`src/rtl/uart_pkg.sv`:
```
// rtl/uart_pkg.sv - shared UART state, frame and rate definitions
package uart_pkg;

    typedef enum logic [1:0] {
        IDLE  = 2'd0,
        START = 2'd1,
        DATA  = 2'd2,
        STOP  = 2'd3
    } uart_state_t;

    localparam int DATA_BITS = 8;
    localparam int STOP_BITS = 1;

    localparam int DEFAULT_CLK_FREQ = 50_000_000;
    localparam int DEFAULT_BAUD     = 9600;

    function automatic int clks_per_bit(input int clk_freq, input int baud);
        return clk_freq / baud;
    endfunction

endpackage

```
`src/rtl/uart_baud_tick.sv`:
```
// rtl/uart_baud_tick.sv - per-bit clock-enable divider, held clear while disabled
module uart_baud_tick #(
    parameter int CLKS_PER_BIT = 5208
) (
    input  logic clk,
    input  logic rst,
    input  logic en,
    output logic bit_tick
);

    localparam int CNT_W = (CLKS_PER_BIT > 2) ? $clog2(CLKS_PER_BIT) : 1;
    localparam logic [CNT_W-1:0] LAST = CNT_W'(CLKS_PER_BIT - 1);

    logic [CNT_W-1:0] cnt;

    always_ff @(posedge clk or posedge rst) begin
        if (rst) begin
            cnt <= '0;
        end else if (!en || cnt == LAST) begin
            cnt <= '0;
        end else begin
            cnt <= cnt + 1'b1;
        end
    end

    // Enable rather than a toggled clock: everything stays on clk.
    assign bit_tick = en && (cnt == LAST);

endmodule

```
`src/rtl/uart_tx_byte.sv`:
```
// rtl/uart_tx_byte.sv - 8N1 UART transmitter, one byte per accepted request
module uart_tx_byte
    import uart_pkg::*;
#(
    parameter int CLK_FREQ     = DEFAULT_CLK_FREQ,
    parameter int BAUD         = DEFAULT_BAUD,
    parameter int CLKS_PER_BIT = clks_per_bit(CLK_FREQ, BAUD)
) (
    input  logic       clk,
    input  logic       rst,
    input  logic       tx_start,
    input  logic [7:0] tx_data,
    output logic       tx,
    output logic       tx_busy,
    output logic       tx_done
);

    localparam logic [2:0] LAST_BIT = 3'(DATA_BITS - 1);

    uart_state_t state;
    logic [2:0]  bit_idx;
    logic [7:0]  shift;
    logic        bit_tick;

    uart_baud_tick #(
        .CLKS_PER_BIT (CLKS_PER_BIT)
    ) u_baud_tick (
        .clk      (clk),
        .rst      (rst),
        .en       (state != IDLE),
        .bit_tick (bit_tick)
    );

    always_ff @(posedge clk or posedge rst) begin
        if (rst) begin
            state   <= IDLE;
            tx      <= 1'b1;
            tx_busy <= 1'b0;
            tx_done <= 1'b0;
            bit_idx <= '0;
            shift   <= '0;
        end else begin
            tx_done <= 1'b0;
            case (state)
                IDLE: begin
                    tx      <= 1'b1;
                    tx_busy <= 1'b0;
                    bit_idx <= '0;
                    if (tx_start) begin
                        shift   <= tx_data;
                        state   <= START;
                        tx      <= 1'b0;
                        tx_busy <= 1'b1;
                    end
                end
                START: begin
                    if (bit_tick) begin
                        state   <= DATA;
                        bit_idx <= '0;
                        tx      <= shift[0];
                    end
                end
                DATA: begin
                    if (bit_tick) begin
                        shift <= {1'b0, shift[7:1]};
                        if (bit_idx == LAST_BIT) begin
                            state <= STOP;
                            tx    <= 1'b1;
                        end else begin
                            bit_idx <= bit_idx + 3'd1;
                            tx      <= shift[1];
                        end
                    end
                end
                STOP: begin
                    // Dropping busy with done lets a held tx_start restart after one idle cycle.
                    if (bit_tick) begin
                        state   <= IDLE;
                        tx_done <= 1'b1;
                        tx_busy <= 1'b0;
                    end
                end
                default: begin
                    state   <= IDLE;
                    tx      <= 1'b1;
                    tx_busy <= 1'b0;
                end
            endcase
        end
    end

endmodule

```
`config.mk`:
```
export PLATFORM = sky130hd
export DESIGN_NAME = uart_tx_byte
export DESIGN_NICKNAME = d
export VERILOG_FILES = /design/src/rtl/uart_pkg.sv /design/src/rtl/uart_baud_tick.sv /design/src/rtl/uart_tx_byte.sv
export SDC_FILE = /design/constraint.sdc
export NUM_CORES = 1
export LEC_CHECK = 0
export CELL_PAD_IN_SITES_DETAIL_PLACEMENT = 0
export CELL_PAD_IN_SITES_GLOBAL_PLACEMENT = 1
export CORE_MARGIN = 2
export CORE_UTILIZATION = 45
export DETAILED_ROUTE_END_ITERATION = 8
export PLACE_DENSITY_LB_ADDON = 0.1
export SLEW_MARGIN = 0
export SYNTH_ARGS = -nofsm -noshare
export SYNTH_HDL_FRONTEND = slang
export SYNTH_SLANG_ARGS = --single-unit
```
`constraint.sdc`:
```
create_clock -name clk -period 3 [get_ports clk]
set_input_delay 0.6 -clock clk [delete_from_list [all_inputs] [get_ports clk]]
set_output_delay 0.6 -clock clk [all_outputs]
set_load 0.005 [all_outputs]
```
# == Word level (Yosys, flattened, before mapping) ==
# Cells that the tools add are included.
# totals
reg_bits,29
inputBits,11
out_inout_bits,3
elab_cells,57
# op_classes
addsub,2
n_eq_ne,11
n_mux,24
n_reduce_logical,13
# ops
cell,n
$mux W8,2
$pmux W8 S2,1
$add A13 B1 Y13 const B,1
$eq A13 B13 Y1 const B,1
$mux W13,1
$ne A2 B2 Y1 const B,6
$mux W2,5
$mux W3,3
$pmux W3 S3,1
$mux W1,8
$pmux W2 S4,1
$reduce_and A3 Y1,2
$reduce_bool A2 Y1,3
$reduce_and A5 Y1,1
$eq A2 B2 Y1 const B,2
$reduce_and A4 Y1,1
$add A3 B1 Y3 const B,1
$eq A3 B3 Y1 const B,1
$pmux W1 S3,1
$reduce_bool A3 Y1,1
$eq A2 B1 Y1 const B,1
$logic_not A2 Y1,1
$pmux W1 S2,1
$reduce_and A2 Y1,1
3 further kinds,3

# == Logic depth before layout (Yosys ltp) ==
# Gate-level depths: netlist (run 1).
# logic_depth
depth_word,4
ltp_mapped,7
depth_no_buf,6

# == Hierarchy ==
# A second synthesis (run 1) with hierarchy kept.
# hier_totals
cells_unflattened,142
hier_area_um2,1574.0
# by_module_without_submodules
mod,instances,cells_each,area_each_um2
uart_tx_byte,1,76,895.9
uart_baud_tick,1,66,678.2

# == Worst setup path after synthesis (run 1) ==
# Ideal clock, no wire load.
# synth_timing
kind,register to register
start,reg u_baud_tick.cnt[5]
end,reg shift[0]
arrival_time_ns,2.035
path_slack_ns,0.841
path_stages_with_launch,5
n_path_buf,0
cell_sequence,dfrtp_1 -> or3_4 -> or4_4 -> o31ai_4 -> mux2_2
# synth_via
elab_chain_len,4
# synth_rtl
element,line_no,text
"start, declared",uart_baud_tick.sv:14,logic [CNT_W-1:0] cnt;
"start signal, assigned",uart_baud_tick.sv:22,cnt <= cnt + 1'b1;
$eq A13 B13 Y1,uart_baud_tick.sv:27,assign bit_tick = en && (cnt == LAST);
$logic_and A1 B1 Y1,uart_baud_tick.sv:27,
$ne A2 B2 Y1 (no line),-,
$reduce_and A3 Y1 (no line),-,
"end signal, assigned",uart_tx_byte.sv:50,shift <= tx_data;
"end signal, assigned",uart_tx_byte.sv:65,"shift <= {1'b0, shift[7:1]};"
"end, declared",uart_tx_byte.sv:22,logic [7:0] shift;
# Every way passes these cells.
# A chain may end at the register's enable or synchronous reset.

# == Worst setup path after layout (run 1) ==
# layout_timing
start,reg u_baud_tick.cnt[5]
end,reg shift[3]
# The elaborated chain is that of the path after synthesis.

==> out/metrics.yaml, run 1 <==
timing:
  timing.setup.tns_ns: 0
  setup_viol: 0
  rsz0062_at_grt: "no"
  fmax_ghz: 0.4303
  setup_slack_ns: 0.6762
  final-hold-violation-count: 0
  fin_hold_ws_ns: 0.5023
  slew-limit-headroom_pct: 56.27
  worst_pin_slew_ns: 0.6499
  maxSlewViolCount: 0
  fin_crit_ns: 2.324
  fin_crit_sh_pct: 77.46
  skew_ns: 0.01099
synth:
  async_reset_ff_share_pct: 100.0
  synth_top_area_share_pct: 43.55
  ys.flop_type: "dfrtp_1"
  yosysSeqAreaShare_pct: 45.18
  synth_edf_count: 0
  synth_area_leaders: "dfrtp_1, mux2_2, ha_1, xnor2_1, nand3_1"
  syn_area_mm2: 0.001609
  synth_nets: 167
  netlist_top_cells_count: "dfrtp_1, mux2_2, inv_1, ha_1, nor2_1"
  yosys_warnings: 0
  syn_avg_cell_area_um2: 10.87
  syn_inst: 148
  ys_ff_latch: 29
  yosysTopAreaCell: "dfrtp_1"
  synth_most_common_cell: "dfrtp_1"
  yosysUniqueCellTypes: 38
route:
  drt_iter0_markers: 87
  ant_nets: 0
  wl_per_cell_um: 13.78
  viasPerCell: 5.491
  vias: 1175
  drt_pre_antenna_iters: 5
  wl_mm: 2.948
  drc_errors: 0
clock_network:
  cts_buffers: 5
  cts_hold_buf: 0
  cts_tree: "built"
  cts_resized: 0
  cts_setup_buffers: 0
  cts-root-to-sink-buffers: 2
  clk_latency_ns: 0.33
  clkTransAtPathRegs_ns: 0.10
  cts-root-buf: "clkbuf_4"
  cts_max_level: 2
  clock-sinks: 29
layout:
  multi_input_area_um2: 810.8
  layout-drive-gt1-share_pct: 22.62
  finalCoreUtilization_pct: 54.63
  diodes: 0
  seqCellArea_um2: 726.9
  area_delta_synth_final_pct: 15.09
  fillers: 298
  final_area_mm2: 0.001852
  nNetsFinal: 186
min_path:
  min_path_type: "reg -> reg"
  hp-start: "u_baud_tick.cnt[0]"
floorplanning:
  die_area_mm2: 0.004070
  io_pins: 14
  dieHeight_um: 63.80
  die_w_um: 63.80
  start_util_pct: 47.47
  core_area_mm2: 0.003390
  rows: 21
worst_setup_path:
  critPathLaunch: "u_baud_tick.cnt[5]"
  r2r_start: "u_baud_tick.cnt[5]"
  cp_max_fo: 8
  path_class: "reg -> reg"
  cp-end-kind: "flip-flop"
  arrival_ns: 2.54
  required_ns: 3.21
  start_kind: "flip-flop"
global_routing:
  grt_pass1_vias: 1136
  grt_pass1_wl_mm: 5.313
  grt_start_max_net_pins: 18
  gr-total-overflow: 0
  antenna_found_initial: 0
  grtUsageTotal_pct: 16.67
power_and_ir_drop:
  leakagePower_uw: 0.0007448
  ir_worst_vdd_mv: 0.2426
  power.density_mw_per_mm2: 380.1
place:
  portBuffers: 13
  dp_slack_ns: 0.6972
  place_congestion: 0.7872
  dpl_cell_area_mm2: 0.001782
  dp_hpwl_mm: 2.114
status:
  status: "complete, no violations"
job:
  maxCapViolCount: 0
[routing by layer]
layer / vias to the layer above / share of wire (%) / GRT usage, % / wire length (um)
met5: - / 0 / 0 / 0
met4: 0 / 1.2 / 4.891 / 35
met3: 4 / 5.0 / 5.282 / 148
met2: 29 / 47 / 24.87 / 1375
met1: 567 / 47 / 23.20 / 1389
li1: 575 / - / - / -
[where the power goes]
group	switching (uW)	internal, uW	leakage, uW
combinational	12.4	20.5	0.000345
sequential	2.61	396	0.000358
clock	137	136	0.0000413
total	152	552	0.000745
[flip-flops by register name, summed over array words and instances (netlist names)]
name             flops
u_baud_tick.cnt     13
state                2
tx_busy              1
shift                8
bit_idx              3
tx_done              1
tx                   1
[final timing paths]
kind | end | slack, ns | cells past startpoint
min | u_baud_tick.cnt[0] | 0.50 | 1
max in group asynchronous | u_baud_tick.cnt[12] | 1.71 | 3
min in group asynchronous | state[1] | 0.66 | 2
max reg2reg | shift[3] | 0.68 | 4
min reg2reg | u_baud_tick.cnt[0] | 0.50 | 1
max | shift[3] | 0.68 | 4
[metrics by stage]
| step | cells | power (uW) |
|---|---|---|
| after detailed placement | 206 | 440.4 |
| after global placement | 206 | 439.3 |
| after global routing | 214 | 742.6 |
| final | 214 | 703.9 |
| after CTS | 214 | 717.0 |
| after floorplan | 148 | 421.6 |
[kinds of logic (layout without fill, tap and decap cells)]
family,count (synthesis),after routing,share of synthesized area (%)
fa+ha+maj,8,8,6.221
flops,29,29,45.18
simple gates,52,52,19.13
mux,17,17,11.90
xor+xnor,7,7,3.810
compound gates,22,22,9.332
buf+inv,13,33,4.432
[worst max-delay path: stages (launching register included)]
cell     delay, ns
dfrtp_1       0.43
or3_4         0.41
or4_4         0.56
o31ai_4       0.42
mux2_2        0.39
[layout make-up]
| class | instances | share of cell area [%] |
|---|---|---|
| Multi-Input combinational cell | 106 | 43.78 |
| Timing Repair Buffer | 16 | 8.243 |
| Inverter | 9 | 1.824 |
| Clock inverter | 1 | 0.2703 |
| Sequential cell | 29 | 39.26 |
| Tap cell | 46 | 3.108 |
| Clock buffer | 7 | 3.514 |
[layout by cell type, fill, tap and decap left out, types with 7 or more instances in the layout]
cell / count
nor2_1: 8
clkdlybuf4s50_1: 13
nand2_1: 7
o21ai_0: 7
mux2_2: 17
nand3_1: 7
ha_1: 8
inv_1: 9
dfrtp_1: 28
Power figures use the tool's default switching activity.
==> run 2: changes to the inputs <==
--- a/config.mk
+++ b/config.mk
@@ -8,7 +8,7 @@
 export CELL_PAD_IN_SITES_DETAIL_PLACEMENT = 0
 export CELL_PAD_IN_SITES_GLOBAL_PLACEMENT = 1
 export CORE_MARGIN = 2
-export CORE_UTILIZATION = 45
+export CORE_UTILIZATION = 41
 export DETAILED_ROUTE_END_ITERATION = 8
 export PLACE_DENSITY_LB_ADDON = 0.1
 export SLEW_MARGIN = 0
==> constraint.sdc (replaced) <==
create_clock -name clk -period 1.9 [get_ports clk]
set_input_delay 0.38 -clock clk [delete_from_list [all_inputs] [get_ports clk]]
set_output_delay 0.38 -clock clk [all_outputs]
set_load 0.005 [all_outputs]
==> run 2 against run 1 <==
  * The flow now finishes with violations (setup timing)
  * Count of clock-buffer cells in the layout did not move
  * Largest power group unchanged
  * Wire length is 19% higher
  * Maximum frequency up 15%
  * Global-route usage rose by 1.7 points
  * Cell count rose by 14%
  * Highest routed layer unchanged
  * Hold slack worse by 0.0082 ns
==> out/metrics.yaml, run 2 (same netlist as run 1, synthesis figures left out) <==
status:
  status: "finished, violations left"
  violations: "setup timing"
clock_network:
  cts_buffers: 5
  clock-sinks: 29
  cts_tree: "built"
  cts-root-to-sink-buffers: 2
  cts_hold_buf: 0
  cts_max_level: 2
  clkTransAtPathRegs_ns: 0.06
  clk_latency_ns: 0.27
  cts-root-buf: "clkbuf_8"
timing:
  maxSlewViolCount: 0
  rsz0062_at_grt: "yes"
  fin_hold_ws_ns: 0.4941
  final-hold-violation-count: 0
  setup_slack_ns: -0.1264
  fin_crit_sh_pct: 106.7
  worst_pin_slew_ns: 0.3701
  skew_ns: 0.004415
  slew-limit-headroom_pct: 75.10
  timing.setup.tns_ns: -0.9707
  fmax_ghz: 0.4935
  setup_viol: 8
  fin_crit_ns: 2.026
layout:
  largest_reg_flops: 13
  layout_common_cells: "buf_4, dfrtp_1, clkdlybuf4s50_1, inv_1, mux2_4"
  diodes: 0
  layout-drive-gt1-share_pct: 36.92
  fillers: 319
  area_delta_synth_final_pct: 37.25
  layout_commonest_cell: "buf_4"
  nNetsFinal: 213
  multi_input_area_um2: 904.6
  largest-register: "u_baud_tick.cnt"
  top_regs: "u_baud_tick.cnt: 13 flops, shift: 8 flops, bit_idx: 3 flops"
  seqCellArea_um2: 728.2
place:
  dp_hpwl_mm: 2.369
  dp_slack_ns: -0.2315
  portBuffers: 13
  place_congestion: 0.7593
worst_setup_path:
  cp_cell_sequence: "or3_4, or4_4, o31ai_4, buf_12, mux2_4"
  cp_slowest_cell: "or4_4"
  cp_top_family: "simple AND/OR/NAND/NOR gates"
  crit_buf_inv: 1
  critPathMaxStageDelay_ns: 0.45
  start_kind: "flip-flop"
  cp-end-kind: "flip-flop"
  r2r_start: "u_baud_tick.cnt[11]"
  cp_max_fo: 8
  required_ns: 2.06
  path_class: "reg -> reg"
  arrival_ns: 2.19
  critPathLaunch: "u_baud_tick.cnt[11]"
route:
  wl_mm: 3.510
  viasPerCell: 5.350
  ant_nets: 0
  vias: 1300
  drc_errors: 0
  wl_per_cell_um: 14.44
  drt_iter0_markers: 70
  drt_pre_antenna_iters: 4
global_routing:
  grt_pass1_vias: 1314
  grtUsageTotal_pct: 18.42
  grt_start_max_net_pins: 30
  antenna_found_initial: 0
  grt_pass1_wl_mm: 6.044
  gr-total-overflow: 0
floorplanning:
  start_util_pct: 43.30
  rows: 22
  io_pins: 14
  die_area_mm2: 0.004442
  core_area_mm2: 0.003716
  dieHeight_um: 66.65
  die_w_um: 66.65
job:
  maxCapViolCount: 0
min_path:
  min_path_type: "in -> async"
power_and_ir_drop:
  ir_worst_vdd_mv: 0.4644
  leakagePower_uw: 0.0009590
  power.density_mw_per_mm2: 565.4
-- run 2: cell count changes in the layout (fill, tap and decap cells not counted), sizes merged --
cell	change
buf	+27
-- run 2: worst reg2reg max path: stages, from the launching register on --
cell and delay, ns:
dfrtp_1 0.38, or3_4 0.38, or4_4 0.45, o31ai_4 0.23, buf_12 0.18, mux2_4 0.30
-- run 2: cell type report --
class | count | area share, %
Clock buffer | 7 | 4.363
Clock inverter | 1 | 0.2266
Inverter | 9 | 1.530
Multi-Input combinational cell | 106 | 40.96
Sequential cell | 29 | 32.97
Tap cell | 48 | 2.720
Timing Repair Buffer | 43 | 17.22
-- run 2: path summary, 6_finish.rpt --
kind | to | slack (ns) | cells after the start
min in group clk | shift[2] | 0.51 | 1
worst min-delay path | shift[7] | 0.49 | 3
worst min register to register | shift[2] | 0.51 | 1
worst max-delay path | shift[3] | -0.13 | 5
max in group asynchronous | tx | 1.09 | 3
worst max register to register | shift[3] | -0.13 | 5
-- run 2: per-stage QoR --
| stage | power, uW | std cells | utilization, % | cell area (um2) |
|---|---|---|---|---|
| after floorplan | 665.7 | 148 | - | 1609 |
| after global placement | 693.8 | 231 | 53.33 | 1982 |
| after detailed placement | 696.4 | 231 | 53.33 | 1982 |
| after CTS | 1263 | 240 | 57.47 | 2136 |
| after global routing | 1308 | 243 | 59.43 | 2208 |
| final | 1249 | 243 | 59.43 | 2208 |
-- run 2: report_power, final --
part | internal, uW | switching, uW
registers | 626 | 5.00
logic | 37.4 | 21.6
clock network | 327 | 231
total | 991 | 258
-- run 2: routing by layer --
layer	up-vias	wire (um)	global-route usage, %
li1	624	-	-
met5	-	0	0
met4	0	78	8.163
met2	29	1710	29.88
met1	639	1613	22.67
met3	8	107	5.236
-- run 2: what timing repair did --
action / CTS / global route
pin swaps: 3 / 3
gates resized for setup: 11 / 9
setup endpoints to repair: 8 / 12
hold endpoints to repair: 0 / 0
buffers inserted: 1 / 4
==> run 3: changes to the inputs <==
--- a/config.mk
+++ b/config.mk
@@ -10,6 +10,7 @@
 export CORE_MARGIN = 2
 export CORE_UTILIZATION = 41
 export DETAILED_ROUTE_END_ITERATION = 8
+export GPL_TIMING_DRIVEN = 0
 export PLACE_DENSITY_LB_ADDON = 0.1
 export SLEW_MARGIN = 0
 export SYNTH_ARGS = -nofsm -noshare
==> constraint.sdc (replaced) <==
create_clock -name clk -period 1.9 [get_ports clk]
set_input_delay 0.19 -clock clk [delete_from_list [all_inputs] [get_ports clk]]
set_output_delay 0.19 -clock clk [all_outputs]
set_load 0.005 [all_outputs]
==> run 3 against run 2 <==
  * The run still ends with setup timing left
  * Power decreased by 5.2%
  * First-iteration DRC count increased by 44%
  * Critical path depth increased by 2
  * Global-route usage decreased by 0.77 points
  * Count of clock-buffer cells in the layout decreased by 2
  * Setup slack got worse by 0.032 ns
  * Sequential power about the same
  * Critical path type unchanged
==> out/metrics.yaml, run 3 (same netlist as run 1, synthesis figures left out) <==
status:
  status: "finished, violations left"
  violations: "setup timing"
worst_setup_path:
  critPathMaxStageDelay_ns: 0.40
  start_kind: "flip-flop"
  arrival_ns: 2.26
  rr_endpoint: "tx"
  r2r_cells: 7
  cp_max_fo: 9
  cp-end-kind: "flip-flop"
  cp_slowest_cell: "dfrtp_2"
  cp_top_family: "simple AND/OR/NAND/NOR gates"
  crit_buf_inv: 2
  path_class: "reg -> reg"
  r2r_start: "state[0]"
  cp_cell_sequence: "inv_1, ha_1, buf_6, nand4bb_1, nor4_4, or2_2, mux2_2"
  required_ns: 2.11
  ff2ff_setup_slack_ns: -0.16
place:
  dp_hpwl_mm: 2.229
  portBuffers: 13
  place_congestion: 0.8562
  dpl.cell_count: 209
  dpl_cell_area_mm2: 0.001799
global_routing:
  grtUsageTotal_pct: 17.65
  gr-total-overflow: 0
  grt_pass1_vias: 1296
  antenna_found_initial: 0
  grt_pass1_wl_mm: 5.940
  grt_start_max_net_pins: 30
timing:
  maxSlewViolCount: 0
  fmax_ghz: 0.4859
  skew_ns: 0.003775
  slew-limit-headroom_pct: 26.43
  fin_crit_ns: 2.058
  setup_viol: 11
  final-hold-violation-count: 0
  fin_crit_sh_pct: 108.3
  rsz0062_at_grt: "yes"
  worst_pin_slew_ns: 1.102
  setup_slack_ns: -0.1579
floorplanning:
  start_util_pct: 43.30
  rows: 22
  dieHeight_um: 66.65
  core_area_mm2: 0.003716
  die_area_mm2: 0.004442
  io_pins: 14
  die_w_um: 66.65
layout:
  layout_common_cells: "dfrtp_1, buf_4, clkdlybuf4s50_1, inv_1, mux2_2"
  top_regs: "u_baud_tick.cnt: 13 flops, shift: 8 flops, bit_idx: 3 flops"
  finalCoreUtilization_pct: 56.60
  largest-register: "u_baud_tick.cnt"
  area_delta_synth_final_pct: 30.72
  layout-drive-gt1-share_pct: 33.70
  nNetsFinal: 202
  multi_input_area_um2: 897.1
  diodes: 0
  finalNonFillerCells: 232
  layout_commonest_cell: "dfrtp_1"
  final_area_mm2: 0.002103
  fillers: 327
  seqCellArea_um2: 729.5
  largest_reg_flops: 13
route:
  drt_iter0_markers: 101
  ant_nets: 0
  drt_pre_antenna_iters: 4
  wl_mm: 3.420
  viasPerCell: 5.310
  wl_per_cell_um: 14.74
  vias: 1232
  drc_errors: 0
clock_network:
  clk_latency_ns: 0.27
  cts_max_level: 2
  cts_buffers: 5
  cts-root-buf: "clkbuf_8"
  clkTransAtPathRegs_ns: 0.07
  cts-root-to-sink-buffers: 2
  cts_tree: "built"
  clock-sinks: 29
power_and_ir_drop:
  internal_power_uw: 914.3
  power_frac_comb_pct: 4.7
  power.density_mw_per_mm2: 562.6
  p_clk_share_pct: 41.9
  leakagePower_uw: 0.0008745
  power.switching_uw: 268.9
  seqPwrFrac_pct: 53.3
  sw_frac_of_total_pct: 22.73
  ir_worst_vdd_mv: 0.4299
min_path:
  min_path_type: "in -> async"
job:
  maxCapViolCount: 0
run 3: repair_timing:
action / CTS / global route
pin swaps: 3 / 3
setup buffers: 9 / 6
gates resized for setup: 15 / 6
hold endpoints to repair: 0 / 0
hold buffers: 0 / 0
setup endpoints to repair: 23 / 23
run 3: power by group through the flow:
stage,logic (uW),clock network [uW],registers (uW)
floorplan,25.3,0,640
global placement,51.0,0,642
detailed placement,52.5,0,642
CTS,58.2,516,631
global route,63.0,545,631
finish,56.0,496,631
run 3: worst max path at each step:
stage	start	endpoint	cells after the start
floorplan	u_baud_tick.cnt[5]	shift[0]	4
global placement	u_baud_tick.cnt[5]	shift[4]	4
detailed placement	u_baud_tick.cnt[5]	shift[3]	4
global route	state[0]	tx	7
finish	state[0]	tx	7
CTS	u_baud_tick.cnt[3]	shift[3]	5
run 3: routing by layer:
| metal | routed length, um | up-vias | global-route usage, % |
|---|---|---|---|
| li1 | - | 599 | - |
| met1 | 1638 | 608 | 23.48 |
| met2 | 1644 | 21 | 27.75 |
| met3 | 99 | 4 | 4.054 |
| met4 | 38 | 0 | 6.888 |
| met5 | 0 | - | 0 |
run 3: metrics by stage:
step	total power [uW]	hold slack [ns]	worst slack (ns)	setup TNS, ns
2_1_floorplan	665.7	0.2674	-0.2594	-2.146
3_3_place_gp	692.7	0.4785	-0.4128	-6.385
3_5_place_dp	694.5	0.4872	-0.4261	-6.770
4_1_cts	1205	0.5102	-0.2071	-1.893
5_1_grt	1239	0.5234	-0.2379	-2.039
6_report	1183	0.4961	-0.1579	-1.317
run 3: layout make-up:
class / count / area share, %
well taps: 48 / 2.855
multi-input cells: 106 / 42.65
clock buffers: 5 / 3.272
inverters: 9 / 1.606
plain buffers: 4 / 1.963
flip-flops and latches: 29 / 34.68
repair buffers: 28 / 12.14
clock inverters: 3 / 0.8328
